`src/rtl/bt_stack_ctrl.sv`:
```
// bt_stack_ctrl: backtracking call-stack controller for the inexact-match
// search engine. Holds recursion frames {position, i, z, k, l}, issues the
// top frame to the ex path and applies each ex decision as pop/push/update.
// Optional feature: define BT_HIT_CNT_EN to build the saturating hit counter;
// without it hit_count is tied to zero.
module bt_stack_ctrl #(
  parameter int DEPTH = 16
) (
  input  logic                       clk,
  input  logic                       rst_n,
  input  logic                       start,
  input  logic [7:0]                 i0,
  input  logic [7:0]                 z0,
  input  logic [7:0]                 k0,
  input  logic [7:0]                 l0,
  output logic                       ex_req,
  output logic [4:0]                 ex_position,
  output logic [7:0]                 ex_i,
  output logic [7:0]                 ex_z,
  output logic [7:0]                 ex_k,
  output logic [7:0]                 ex_l,
  input  logic                       res_valid,
  input  logic                       over_1,
  input  logic                       over_2,
  input  logic                       finish,
  input  logic                       en_new_position,
  input  logic                       new_call,
  input  logic [4:0]                 new_position,
  input  logic [7:0]                 i_new,
  input  logic [7:0]                 z_new,
  input  logic [7:0]                 k_new,
  input  logic [7:0]                 l_new,
  output logic                       busy,
  output logic                       done,
  output logic                       err,
  output logic                       hit_valid,
  output logic [7:0]                 hit_k,
  output logic [7:0]                 hit_l,
  output logic [15:0]                hit_count,
  output logic [$clog2(DEPTH+1)-1:0] depth
);

  localparam int SPW = $clog2(DEPTH + 1);
  localparam int AW  = (DEPTH > 1) ? $clog2(DEPTH) : 1;

  // Position code of a freshly created frame (shared with the engine's config).
  localparam logic [4:0] NONE = 5'd0;

  typedef enum logic [2:0] {
    S_IDLE   = 3'd0,
    S_ISSUE  = 3'd1,
    S_WAIT   = 3'd2,
    S_UPDATE = 3'd3,
    S_DONE   = 3'd4,
    S_ERROR  = 3'd5
  } state_t;

  state_t          state_q, state_d;
  logic [SPW-1:0]  sp_q, sp_d;
  logic [36:0]     frames_q [DEPTH];
  logic [36:0]     ex_frame_q, ex_frame_d;
  logic            ex_req_q, ex_req_d;
  logic            busy_q, busy_d;
  logic            done_q, done_d;
  logic            err_q, err_d;
  logic            hit_valid_q, hit_valid_d;
  logic [7:0]      hit_k_q, hit_k_d;
  logic [7:0]      hit_l_q, hit_l_d;

  // Decision latched at the res_valid edge, consumed in UPDATE.
  logic            dec_pop_q, dec_pop_d;
  logic            dec_push_q, dec_push_d;
  logic            dec_upd_q, dec_upd_d;
  logic [4:0]      dec_pos_q, dec_pos_d;
  logic [31:0]     dec_frame_q, dec_frame_d;

  logic            wr_root;
  logic            wr_push;
  logic            wr_pos;
  logic            launch;
  logic [36:0]     top_frame;
  logic [36:0]     below_frame;

  // Top frame is entry sp-1; the frame that becomes top after a pop is sp-2.
  assign top_frame   = frames_q[AW'(sp_q - SPW'(1))];
  assign below_frame = frames_q[AW'(sp_q - SPW'(2))];

  assign launch = start && ((state_q == S_IDLE) || (state_q == S_DONE) ||
                            (state_q == S_ERROR));

  // Next-state and registered-output computation for the whole controller.
  always_comb begin
    state_d     = state_q;
    sp_d        = sp_q;
    ex_frame_d  = ex_frame_q;
    ex_req_d    = 1'b0;
    done_d      = 1'b0;
    hit_valid_d = 1'b0;
    busy_d      = busy_q;
    err_d       = err_q;
    hit_k_d     = hit_k_q;
    hit_l_d     = hit_l_q;
    dec_pop_d   = dec_pop_q;
    dec_push_d  = dec_push_q;
    dec_upd_d   = dec_upd_q;
    dec_pos_d   = dec_pos_q;
    dec_frame_d = dec_frame_q;
    wr_root     = 1'b0;
    wr_push     = 1'b0;
    wr_pos      = 1'b0;

    case (state_q)
      S_IDLE, S_DONE, S_ERROR: begin
        if (launch) begin
          wr_root    = 1'b1;
          sp_d       = SPW'(1);
          err_d      = 1'b0;
          busy_d     = 1'b1;
          ex_req_d   = 1'b1;
          ex_frame_d = {NONE, i0, z0, k0, l0};
          state_d    = S_ISSUE;
        end else if (state_q == S_DONE) begin
          state_d = S_IDLE;
        end
      end

      S_ISSUE: begin
        state_d = S_WAIT;
      end

      S_WAIT: begin
        if (res_valid) begin
          dec_pop_d   = over_1 | over_2 | finish;
          dec_push_d  = new_call;
          dec_upd_d   = en_new_position;
          dec_pos_d   = new_position;
          dec_frame_d = {i_new, z_new, k_new, l_new};
          // over_2 reports the frame being popped as a hit.
          if (over_2) begin
            hit_valid_d = 1'b1;
            hit_k_d     = top_frame[15:8];
            hit_l_d     = top_frame[7:0];
          end
          state_d = S_UPDATE;
        end
      end

      S_UPDATE: begin
        if (dec_pop_q) begin
          sp_d = sp_q - SPW'(1);
          if (sp_q == SPW'(1)) begin
            busy_d  = 1'b0;
            done_d  = 1'b1;
            state_d = S_DONE;
          end else begin
            ex_req_d   = 1'b1;
            ex_frame_d = below_frame;
            state_d    = S_ISSUE;
          end
        end else if (dec_push_q) begin
          if (sp_q == SPW'(DEPTH)) begin
            // Overflow: stack untouched, search abandoned.
            err_d   = 1'b1;
            busy_d  = 1'b0;
            state_d = S_ERROR;
          end else begin
            wr_push    = 1'b1;
            wr_pos     = dec_upd_q;
            sp_d       = sp_q + SPW'(1);
            ex_req_d   = 1'b1;
            ex_frame_d = {NONE, dec_frame_q};
            state_d    = S_ISSUE;
          end
        end else begin
          wr_pos   = dec_upd_q;
          ex_req_d = 1'b1;
          if (dec_upd_q) begin
            ex_frame_d = {dec_pos_q, top_frame[31:0]};
          end else begin
            ex_frame_d = top_frame;
          end
          state_d = S_ISSUE;
        end
      end

      default: begin
        state_d = S_IDLE;
      end
    endcase
  end

  // Controller state and registered outputs.
  always_ff @(posedge clk) begin
    if (!rst_n) begin
      state_q     <= S_IDLE;
      sp_q        <= '0;
      ex_frame_q  <= '0;
      ex_req_q    <= 1'b0;
      busy_q      <= 1'b0;
      done_q      <= 1'b0;
      err_q       <= 1'b0;
      hit_valid_q <= 1'b0;
      hit_k_q     <= 8'd0;
      hit_l_q     <= 8'd0;
      dec_pop_q   <= 1'b0;
      dec_push_q  <= 1'b0;
      dec_upd_q   <= 1'b0;
      dec_pos_q   <= 5'd0;
      dec_frame_q <= 32'd0;
    end else begin
      state_q     <= state_d;
      sp_q        <= sp_d;
      ex_frame_q  <= ex_frame_d;
      ex_req_q    <= ex_req_d;
      busy_q      <= busy_d;
      done_q      <= done_d;
      err_q       <= err_d;
      hit_valid_q <= hit_valid_d;
      hit_k_q     <= hit_k_d;
      hit_l_q     <= hit_l_d;
      dec_pop_q   <= dec_pop_d;
      dec_push_q  <= dec_push_d;
      dec_upd_q   <= dec_upd_d;
      dec_pos_q   <= dec_pos_d;
      dec_frame_q <= dec_frame_d;
    end
  end

  // Frame storage: root load on launch, push into entry sp, position rewrite of entry sp-1.
  always_ff @(posedge clk) begin
    for (int e = 0; e < DEPTH; e++) begin
      if (wr_root && (e == 0)) begin
        frames_q[e] <= {NONE, i0, z0, k0, l0};
      end else begin
        if (wr_push && (sp_q == SPW'(e))) begin
          frames_q[e] <= {NONE, dec_frame_q};
        end
        if (wr_pos && (sp_q == SPW'(e + 1))) begin
          frames_q[e][36:32] <= dec_pos_q;
        end
      end
    end
  end

`ifdef BT_HIT_CNT_EN
  logic [15:0] hit_cnt_q, hit_cnt_d;

  // Saturating hit counter, cleared on every launch.
  always_comb begin
    hit_cnt_d = hit_cnt_q;
    if (launch) begin
      hit_cnt_d = 16'd0;
    end else if (hit_valid_d && (hit_cnt_q != 16'hFFFF)) begin
      hit_cnt_d = hit_cnt_q + 16'd1;
    end
  end

  // Hit counter register.
  always_ff @(posedge clk) begin
    if (!rst_n) begin
      hit_cnt_q <= 16'd0;
    end else begin
      hit_cnt_q <= hit_cnt_d;
    end
  end

  assign hit_count = hit_cnt_q;
`else
  assign hit_count = 16'd0;
`endif

  assign ex_req      = ex_req_q;
  assign ex_position = ex_frame_q[36:32];
  assign ex_i        = ex_frame_q[31:24];
  assign ex_z        = ex_frame_q[23:16];
  assign ex_k        = ex_frame_q[15:8];
  assign ex_l        = ex_frame_q[7:0];
  assign busy        = busy_q;
  assign done        = done_q;
  assign err         = err_q;
  assign hit_valid   = hit_valid_q;
  assign hit_k       = hit_k_q;
  assign hit_l       = hit_l_q;
  assign depth       = sp_q;

endmodule

```
`config.mk`:
```
export PLATFORM = sky130hd
export DESIGN_NAME = bt_stack_ctrl
export DESIGN_NICKNAME = d
export VERILOG_FILES = /design/src/rtl/bt_stack_ctrl.sv
export SDC_FILE = /design/constraint.sdc
export NUM_CORES = 1
export LEC_CHECK = 0
export CORE_UTILIZATION = 35
export CTS_CLUSTER_SIZE = 25
export DETAILED_ROUTE_END_ITERATION = 6
export SKIP_CTS_REPAIR_TIMING = 1
export SLEW_MARGIN = 20
export SYNTH_ARGS = -nofsm -noshare
export SYNTH_HDL_FRONTEND = slang
export SYNTH_SLANG_ARGS = --single-unit
```
`constraint.sdc`:
```
create_clock -name clk -period 5.5 [get_ports clk]
set_input_delay 1.1 -clock clk [delete_from_list [all_inputs] [get_ports clk]]
set_output_delay 1.1 -clock clk [all_outputs]
set_load 0.02 [all_outputs]
```
### Yosys cells after proc, flatten, opt, wreduce, memory -nomap -nowiden

Memories as Yosys holds them, arrays and structs flattened.
Cells that the tools add are included.

| word-level totals | value |
|---|---|
| input bits | 78 |
| RAM bits | 592 |
| memories | 1 |
| output and inout bits | 79 |
| word-level logic and storage cells | 307 |
| flip-flop bits (word level) | 106 |

| operators by class | value |
|---|---|
| add/sub/neg operators | 3 |
| reductions and logical operators | 62 |
| equal/unequal tests | 33 |
| bitwise logic cells | 19 |
| mux-type cells | 174 |

Memory list:

| memory | words | bits a word | rd ports | clocked after memory_dff | wr ports | line | text |
|---|---|---|---|---|---|---|---|
| frames_q | 16 | 37 | 2 | 0 | 2 | 60 | `logic [36:0] frames_q [DEPTH];` |

Operators by type and width:

| cell | count |
|---|---|
| 2-to-1 mux 37 bit | 21 |
| OR reduction 37 bit | 14 |
| 2-to-1 mux 5 bit | 20 |
| 2-to-1 mux 1 bit | 92 |
| one-hot mux 37 bit (2 select lines) | 1 |
| 2-to-1 mux 4 bit | 14 |
| == test 5 x 4 -> 1 bit, second input constant | 8 |
| logical AND 1 bit | 33 |
| 2-to-1 mux 2 bit | 14 |
| 2-to-1 mux 3 bit | 7 |
| == test 5 x 3 -> 1 bit, second input constant | 4 |
| bitwise OR 1 bit | 19 |
| != test 3 bit, second input constant | 6 |
| one-hot mux 3 bit (4 select lines) | 1 |
| == test 5 x 2 -> 1 bit, second input constant | 2 |
| != test 2 bit, second input constant | 5 |
| one-hot mux 5 bit (2 select lines) | 1 |
| AND reduction 5 bit | 2 |
| AND reduction 3 bit | 3 |
| AND reduction 4 bit | 2 |
| == test 3 x 2 -> 1 bit, second input constant | 2 |
| == test 3 bit, second input constant | 2 |
| one-hot mux 1 bit (2 select lines) | 3 |
| adder 5 x 1 -> 5 bit, second input constant | 1 |
| other kinds (12) | 14 |

### Logic depth before layout (Yosys ltp)

| logic depth | value |
|---|---|
| word-level depth | 18 |
| gate-level depth with buffers | 16 |

### Worst setup path after synthesis

OpenSTA, ideal clock, no wires.

| timing | value |
|---|---|
| path type | reg2reg |
| from | register sp_q[0], in the netlist depth[0] |
| to | memory frames_q[0][32], enable pin |
| arrival time | 4.044 ns |
| stages on the path, launching flop included | 12 |
| library setup time | 0.269 ns |
| slack | 1.187 ns |
| buffers on the path | 6 |
| path through | dfxtp_1 > buf_4 > buf_4 > buf_6 > buf_6 > clkinv_1 > buf_2 > ha_1 > buf_2 > nand4_1 > o21ai_0 > or2_2 |

RTL lines:

| item | line | text |
|---|---|---|
| start: declaration | 59 | `logic [SPW-1:0] sp_q, sp_d;` |
| start signal: assignment | 212 | `sp_q <= sp_d;` |
| end: declaration | 60 |  |

### Worst setup path in the final report

| timing | value |
|---|---|
| from | register sp_q[2], in the netlist depth[2] |
| to | register ex_frame_q[12] |

| on the way | value |
|---|---|
| longest elaborated chain between the ends | 6 |
| elaborated cells on any way between the ends | 13 |

Ends and longest elaborated chain:

| item | line | text |
|---|---|---|
| subtractor 5 x 1 -> 5 bit | - |  |
| memory (16 x 37 bit) | - |  |
| 2-to-1 mux 37 bit | 177 | `if (dec_upd_q) begin` |
| 2-to-1 mux 37 bit | 160 | `end else if (dec_push_q) begin` |
| 2-to-1 mux 37 bit | 149 | `if (dec_pop_q) begin` |
| one-hot mux 37 bit (2 select lines) | 112 | `case (state_q)` |
| end signal: assignment | 213 | `ex_frame_q <= ex_frame_d;` |
| end: declaration | 61 | `logic [36:0] ex_frame_q, ex_frame_d;` |

Parallel ways exist; a longest one is shown, timed or not. The select of a mux whose other input is x is not followed.
A chain may end at the register's enable or synchronous reset.

==> results.md <==
* Status: finished with violations
* Failing checks: design-rule violations
* Post-synthesis instance total at 2081
* Vias per cell at 5.870
* Fill count at 8462
* Final Setup Violations at 0
* # clock sinks at roughly 700
* Setup crit start kind: register
* Distinct cell type count after synthesis at approximately 60
* Fmax at about 260 MHz
* Share of layout cells above drive strength 1 at 23.56%
* RSZ-0062 raised after global routing: false
* Largest family of logic cells by synthesized area: multiplexers
* Synth Area in Compound Gates at 6.844%
* Tightest Pin Transition at 1.162 ns
* Top-count cell post-synth: edfxtp_1
* Cell Area, Synth at 33450 µm²
* Area grow syn2layout at 16.17%
* Layout Nets at ~2.3k
* Die X at 311.2 µm
* Skew final at 0.03305 ns
* Worst EP arrival at around 4.4 ns
* Top post-synthesis cells by count: edfxtp_1, mux4_2, nand2_1
* Core area at 94870 µm²
* Max-slew headroom at 22.31%
* EDFF count, synth at 592
* Cell accounting for the most synthesized area: edfxtp_1
* WL final at 100.4 mm
* Post-synthesis mux area share at between 20% and 30%
* Number of global-route vias before repair at 21.40k
* Root buf cell: clkbuf_16
* Seq cells post-synth at 698
* Place WS at 1.456 ns
* Leakage at 12.93 nW
* Async S/R FF share, synth at 0%
* Initial core utilization at 35.26%
* Crit path kind: reg -> reg
* CTS tree: yes
* Register area share after synthesis at 59.48%
* DRT iter0 DRCs at 2067
* CTS Buf Count at between 70 and 80
* CP max FO at 15
* Hold crit path type: reg -> reg
* Vias at around 21k
* Num rows at around 110
* CTS H-tree lvls at 3
* Die Y at 311.2 µm
* Largest net degree at the start of global routing at about 150
* Bufs on Longest Clock Path at 3
* Simple-Gate Fraction of Synth Area at 5.767%
* Setup tns final at 0 ns
* Setup ws final at 1.617 ns
* Avg WL per Cell at 28.54 µm
* Drt pass-1 iters at 7
* Final period utilization at 70.59%
* Critical Path End Type: register
* Post-Synth Adder-Cell Area at 0.2992%
* Power per cell area at 348.7 nW/µm²
* Routability cong. at 0.8228
* Maximum vdd drop at ~190 µV
* Die area at 96820 µm²
* First-pass GRT wire length at 146.5 mm
* Clock period minus worst slack at 3.883 ns
* Syn_area_per_cell at about 16 µm²
* Gr usage total at 20.65%
* Final hold viol count at 0
* Post-route antenna net violation count at 0
* Main flop type after synthesis: edfxtp_1
* Yosys Warn Count at 0
* Max-slew violations at 0
* Port Buf Inserts at 140
* Ranking of synthesized cells by area: edfxtp_1, mux4_2, dfxtp_1
* Synth Area in XOR/XNOR at 0.3403%
* CP Data Required Time at 5.99 ns
* Ports at 157
* Worst-Skew Late Latency at roughly 0.63 ns
* Initial antenna violation count at 3
* DRC viols at 4
* GR Overflow Total at 0
* Max-Cap Viols at 0
* Clock transition at path regs at 0.07 ns
* Dpl hpwl at around 59 mm
* Post-synth top area share at between 50% and 60%
## path summary, 6_finish.rpt
path	startpoint	end	slack (ns)	depth (start not counted)
worst max-delay path	depth[2]	ex_frame_q[12]	1.62	7
worst max register to register	depth[2]	ex_frame_q[12]	1.62	7
worst min register to register	hit_k[1]	hit_k[1]	0.48	1
worst min-delay path	hit_k[1]	hit_k[1]	0.48	1
## worst max-delay path: stages, from the launching register on
cell and delay [ns]:
dfxtp_1 0.75, inv_1 0.19, ha_1 0.32, xnor2_1 0.62, nand3b_1 1.00, o22ai_1 0.48, a211oi_1 0.09, a32o_1 0.27
## stage by stage
stage / cells / power (mW) / instance area (µm²) / hold WS [ns] / util, %
5_1_grt: 3515 / 13.98 / 38860 / 0.5218 / 40.96
6_report: 3516 / 13.55 / 38860 / 0.4818 / 40.97
3_3_place_gp: 3370 / 8.257 / 36210 / 0.4708 / 38.17
3_5_place_dp: 3370 / 8.284 / 36210 / 0.4729 / 38.17
2_1_floorplan: 2096 / 7.567 / 33510 / 0.4782 / -
4_1_cts: 3514 / 13.64 / 38830 / 0.4874 / 40.93
## placed cells by master (no fill, tap or decap), drive strengths merged, types with 16 or more instances in the layout
cell,netlist,final
conb,1,16
mux2i,106,106
o211ai,17,17
mux2,32,32
nor2,85,85
a32o,33,33
a22o,31,31
dfxtp,106,106
buf,84,51
clkdlybuf4s50,0,139
mux4,295,295
clkinv,1,21
edfxtp,592,592
clkbuf,96,107
o21ai,70,70
nand3,53,53
o221ai,16,16
nand2,136,136
and2,86,86
a21boi,44,44
a221oi,16,16
o22ai,38,38
inv,36,41
## sequential cells by signal, summed over array words and instances, names as in the netlist, 3 cells and up
name	flops
state_q	3
frames_q	592
dec_pos_q	5
dec_frame_q	32
depth	5
hit_k	8
ex_frame_q	37
hit_l	8
## kinds of logic (layout without fill, tap and decap cells)
group / after synthesis / count (layout)
flip-flops: 698 / 698
multiplexers: 433 / 433
AND/OR/NAND/NOR: 403 / 403
AO/OA/AOI/OAI: 311 / 311
buffers and inverters: 217 / 371
XOR/XNOR: 10 / 10
adder cells (fa/ha/maj): 8 / 8
other: 1 / 17
## area by class of cell
cell class | instances | area, µm² | share of cell area (%)
diodes | 1 | 2.502 | 0.006439
multi-input cells | 1181 | 12750 | 32.82
well taps | 1265 | 1583 | 4.073
inverters | 37 | 138.9 | 0.3574
repair buffers | 190 | 1857 | 4.778
flip-flops and latches | 698 | 19910 | 51.22
clock inverters | 37 | 467.9 | 1.204
clock buffers | 107 | 2152 | 5.537
## layer usage
layer / up-vias / wire length, µm / global-route usage, %
met3: 241 / 9214 / 4.425
met5: - / 14 / 0
met2: 1103 / 48680 / 34.09
met4: 2 / 3452 / 6.964
li1: 8638 / - / -
met1: 10650 / 38990 / 26.98
## report_power, final
| group | switching [mW] | internal, mW | total, mW |
|---|---|---|---|
| Sequential | 0.163 | 5.84 | 6.00 |
| Combinational | 1.22 | 0.955 | 2.18 |
| Clock | 2.15 | 3.22 | 5.37 |
| Total | 3.53 | 10.0 | 13.6 |
(Power assumes the default switching activity.)
